<file path="config.mk">
export PLATFORM = sky130hd
export DESIGN_NAME = count_tick_gen
export DESIGN_NICKNAME = d
export VERILOG_FILES = /design/src/rtl/count_tick_gen_pkg.sv /design/src/rtl/count_tick_gen_prescale_core.sv /design/src/rtl/count_tick_gen.sv
export SDC_FILE = /design/constraint.sdc
export NUM_CORES = 1
export LEC_CHECK = 0
export CORE_MARGIN = 2
export CORE_UTILIZATION = 45
export DETAILED_ROUTE_END_ITERATION = 10
export MAX_ROUTING_LAYER = met4
export PLACE_DENSITY = 0.79
export SETUP_SLACK_MARGIN = 0.05
export SYNTH_ARGS = -nofsm -noshare
export SYNTH_HDL_FRONTEND = slang
export SYNTH_SLANG_ARGS = --single-unit
</file>
<file path="constraint.sdc">
create_clock -name clk -period 4.06 [get_ports clk]
set_input_delay 0.812 -clock clk [delete_from_list [all_inputs] [get_ports clk]]
set_output_delay 0.812 -clock clk [all_outputs]
set_load 0.02 [all_outputs]
</file>
<file path="src/rtl/count_tick_gen_pkg.sv">
// Shared types and default widths for the count_tick_gen tick source.
package count_tick_gen_pkg;

  typedef enum logic [1:0] {
    IDLE  = 2'b00,
    RUN   = 2'b01,
    BURST = 2'b10
  } state_t;

  localparam int DIV_W_DEF   = 8;
  localparam int BURST_W_DEF = 4;

endpackage

</file>
<file path="src/rtl/count_tick_gen_prescale_core.sv">
// Prescale core for count_tick_gen: a modulo counter that wraps when it reaches
// the divide ratio latched at load_div. clear holds/returns the count to zero.
module count_tick_gen_prescale_core #(
  parameter int DIV_W = 8
) (
  input  logic             clk,
  input  logic             reset_n,
  input  logic             clear,
  input  logic             load_div,
  input  logic [DIV_W-1:0] div,
  output logic             wrap
);

  logic [DIV_W-1:0] cnt;
  logic [DIV_W-1:0] div_q;

  // Latch the ratio on entry; otherwise count 0..div_q and fold back to zero.
  always_ff @(posedge clk or negedge reset_n) begin
    if (!reset_n) begin
      cnt   <= '0;
      div_q <= '0;
    end else if (load_div) begin
      div_q <= div;
      cnt   <= '0;
    end else if (clear) begin
      cnt <= '0;
    end else if (cnt == div_q) begin
      cnt <= '0;
    end else begin
      cnt <= cnt + DIV_W'(1);
    end
  end

  assign wrap = (cnt == div_q);

endmodule

</file>
<file path="src/rtl/count_tick_gen.sv">
// count_tick_gen: divides clk into 1-cycle tick pulses for the up-counter
// enable. Free-run while 'run' is high; optional fixed-length bursts.
// Build option: COUNT_TICK_GEN_BURST_EN enables the BURST state, the
// remaining-tick counter and burst_done. Without it, burst_start/burst_len
// are ignored and burst_done is tied low.
module count_tick_gen
  import count_tick_gen_pkg::*;
#(
  parameter int DIV_W   = DIV_W_DEF,
  parameter int BURST_W = BURST_W_DEF
) (
  input  logic               clk,
  input  logic               reset_n,
  input  logic               run,
  input  logic [DIV_W-1:0]   div,
  input  logic               burst_start,
  input  logic [BURST_W-1:0] burst_len,
  output logic               tick,
  output logic               busy,
  output logic               burst_done
);

  state_t state;
  state_t state_next;
  logic   tick_next;
  logic   load_div;
  logic   clear;
  logic   wrap;

`ifdef COUNT_TICK_GEN_BURST_EN
  logic [BURST_W-1:0] rem;
  logic               done_next;
`else
  logic unused_burst_in;
  assign unused_burst_in = burst_start ^ (^burst_len);
`endif

  // Counter returns to zero whenever the FSM is (or is going) idle.
  assign clear = (state_next == IDLE);

  count_tick_gen_prescale_core #(
    .DIV_W(DIV_W)
  ) u_prescale_core (
    .clk      (clk),
    .reset_n  (reset_n),
    .clear    (clear),
    .load_div (load_div),
    .div      (div),
    .wrap     (wrap)
  );

  // Next-state and next-output decode; burst requests win over run in IDLE.
  always_comb begin
    state_next = state;
    load_div   = 1'b0;
    tick_next  = 1'b0;
`ifdef COUNT_TICK_GEN_BURST_EN
    done_next  = 1'b0;
`endif
    case (state)
      IDLE: begin
`ifdef COUNT_TICK_GEN_BURST_EN
        if (burst_start && (burst_len != '0)) begin
          state_next = BURST;
          load_div   = 1'b1;
        end else
`endif
        if (run) begin
          state_next = RUN;
          load_div   = 1'b1;
        end
      end
      RUN: begin
        if (!run) begin
          state_next = IDLE;
        end else begin
          tick_next = wrap;
        end
      end
`ifdef COUNT_TICK_GEN_BURST_EN
      BURST: begin
        if (wrap) begin
          tick_next = 1'b1;
          if (rem == BURST_W'(1)) begin
            done_next  = 1'b1;
            state_next = IDLE;
          end
        end
      end
`endif
      default: state_next = IDLE;
    endcase
  end

  // State register and registered tick output.
  always_ff @(posedge clk or negedge reset_n) begin
    if (!reset_n) begin
      state <= IDLE;
      tick  <= 1'b0;
    end else begin
      state <= state_next;
      tick  <= tick_next;
    end
  end

`ifdef COUNT_TICK_GEN_BURST_EN
  // Remaining-tick counter: loaded on burst entry, decremented per tick.
  always_ff @(posedge clk or negedge reset_n) begin
    if (!reset_n) begin
      rem        <= '0;
      burst_done <= 1'b0;
    end else begin
      burst_done <= done_next;
      if ((state == IDLE) && (state_next == BURST)) begin
        rem <= burst_len;
      end else if ((state == BURST) && wrap) begin
        rem <= rem - BURST_W'(1);
      end
    end
  end
`else
  assign burst_done = 1'b0;
`endif

  assign busy = (state != IDLE);

endmodule
</file>
==> impl_metrics.tcl <==
set metrics [dict create \
    syn-mean-instance-area_um2 12.8 \
    num_rows 16 \
    antenna_found_initial 0 \
    fin_skew_ns 0.00417 \
    vias_per_cell 5.38 \
    fin_crit_ns 2.37 \
    cts_resized 0 \
    ant_nets 0 \
    peakVddDrop_mv 0.253 \
    h-tree-depth 1 \
    fp.dieW_um 49.0 \
    critPathKind "flip-flop to output port" \
    required_ns 3.25 \
    grt_pass1_wl_um 2560 \
    ys_ff_latch 19 \
    finalSetupTns_ns 0 \
    fin_util_pct 55.2 \
    initial_core_util_pct 47.0 \
    post_cts_buffers 0 \
    vias 602 \
    r2r_slack_ns 2.35 \
    reg2reg_from "state[1]" \
    detail_route.iter0.violations 15 \
    drive_gt1_share_pct 17.6 \
    status "complete, no violations" \
    p_leak_uw 0.000431 \
    max_freq_ghz 0.423 \
    routabilityCongestion 0.757 \
    cp-start-kind "flip-flop" \
    drcViolationCount 0 \
    p_per_area_mw_per_mm2 345 \
    slew_headroom_pct 45.4 \
    hold_ws_ns 0.462 \
    synthesis.area_um2 912 \
    synth_cells 71 \
    yosys_warnings 0 \
    hold_viol_final 0 \
    min_period_over_period_pct 58.3 \
    critPathCaptureType "output port" \
    cts_tree "yes" \
    setup_viol 0 \
    hold_class "flip-flop to flip-flop" \
    dieArea_mm2 0.00240 \
    diodes 0 \
    worstReg2RegEnd "u_prescale_core.div_q[4]" \
    place_hpwl_um 1110 \
    rr_worst_depth 3 \
    cts-root-buf "clkbuf_4" \
    io_pins 19 \
    firstDrtPassIters 6 \
    ys_types 22 \
    grt_pass1_vias 562 \
    fin_ws_ns 1.69 \
    wirelength_um 1490 \
    clock_path_buffers 2 \
    grt_max_degree 20 \
    grt_use_total_pct 14.6 \
    clk_latency_ns 0.30 \
    maxCapViolations 0 \
    io_buffers 12 \
    clk_pin_slew_worst_paths_ns 0.10 \
    crit_end "busy" \
    grt_setup_unrepaired "false" \
    pre_cts_ws_ns 1.44 \
    worstMarginPinSlew_ns 0.817 \
    dieHeight_um 49.0 \
    area.growth.synth_to_final_pct 17.6 \
    arrival_ns 1.55 \
    grt_overflow 0 \
    crit_path_start "state[0]" \
    tritoncts.num_buffers 3 \
    seq_area_frac_synth_pct 52.1 \
    nets 103 \
    routedWlPerCell_um 13.3 \
    core_mm2 0.00194 \
    cp_max_fo 4 \
    clock_sinks 19 \
    final_max_slew_viol_count 0 \
    cts_hold_buf 0 \
]
## how the worst min path moves through the flow
stage,start,cells past startpoint,to
2_1_floorplan,state[1],1,state[0]
3_5_place_dp,state[1],1,state[0]
3_3_place_gp,state[1],1,state[0]
6_report,state[1],1,state[0]
4_1_cts,state[1],1,state[0]
5_1_grt,state[1],1,state[0]
## per-stage QoR
| stage | total power (uW) | instances | instance area [um^2] |
|---|---|---|---|
| after floorplan | 260 | 72 | 916 |
| after global routing | 385 | 112 | 1070 |
| final | 370 | 112 | 1070 |
| after detailed placement | 281 | 108 | 1050 |
| after global placement | 278 | 108 | 1050 |
| after CTS | 374 | 112 | 1070 |
## cell usage after synthesis
cell	n	area share [%]
and4_1	1	0.96
or3_1	3	2.1
o21ai_0	3	1.6
dfrtp_1	19	52
xnor2_1	1	0.96
buf_6	1	1.2
nand3_1	3	1.6
nand2_1	3	1.2
mux2_2	8	9.9
nand4_1	1	0.69
ha_1	1	1.4
buf_2	1	0.55
nor4_4	2	4.7
inv_1	1	0.41
a221oi_2	1	1.6
a221oi_1	2	1.9
nor2b_1	2	1.4
a211oi_1	5	4.1
conb_1	1	0.41
or2_2	1	0.69
xor2_1	10	9.6
buf_4	1	0.82
## cell type report
class,count,area [um^2]
Sequential cell,19,475
Clock buffer,4,26.3
Tap cell,27,33.8
Inverter,1,3.75
Multi-Input combinational cell,49,413
Fill cell,161,870
Timing Repair Buffer,12,120
## flip-flops by register name (all words and copies together), names as in the netlist
| name | count |
|---|---|
| u_prescale_core.cnt | 8 |
| u_prescale_core.div_q | 8 |
| state | 2 |
| tick | 1 |
## report_power, final
part,total (uW),switching (uW),leakage (uW),internal (uW)
Combinational,60.9,29.5,0.000173,31.4
Sequential,215,10.4,0.000244,205
Clock,93.5,55.2,0.0000150,38.3
Total,370,95.1,0.000431,274
## cells by family after synthesis
logic type | share of synthesized area (%)
AOI/OAI and AO/OA | 9.33
xor gates and xnor gates | 10.6
adders and majority gates | 1.37
buffers and inverters | 3.02
DFF | 52.1
muxes | 9.88
other | 0.411
and+or+nand+nor | 13.3
## layer usage
metal	vias up	global-route usage (%)	share of wire [%]
li1	286	-	-
met1	292	19.0	44
met2	20	22.8	49
met3	4	1.84	4.6
met4	0	7.14	1.7
met5	-	-	0
## layout by cell type, fill, tap and decap left out, drive strengths merged
| cell type | synthesis | routed |
|---|---|---|
| a211oi | 5 | 5 |
| a221oi | 3 | 3 |
| and4 | 1 | 1 |
| clkbuf | 0 | 4 |
| clkdlybuf4s50 | 0 | 12 |
| conb | 1 | 2 |
| dfrtp | 19 | 19 |
| ha | 1 | 1 |
| inv | 1 | 1 |
| mux2 | 8 | 8 |
| nand2 | 3 | 3 |
| nand3 | 3 | 3 |
| nand4 | 1 | 1 |
| nor2b | 2 | 2 |
| nor4 | 2 | 2 |
| o21ai | 3 | 3 |
| or2 | 1 | 1 |
| or3 | 3 | 3 |
| xnor2 | 1 | 1 |
| xor2 | 10 | 10 |
## critical path, cell delays in order, from the launching register on
cell	delay, ns
dfrtp_1	0.41
or2_2	0.30
clkdlybuf4s50_1	0.54
No activity file was read; power rests on OpenSTA's default activity.
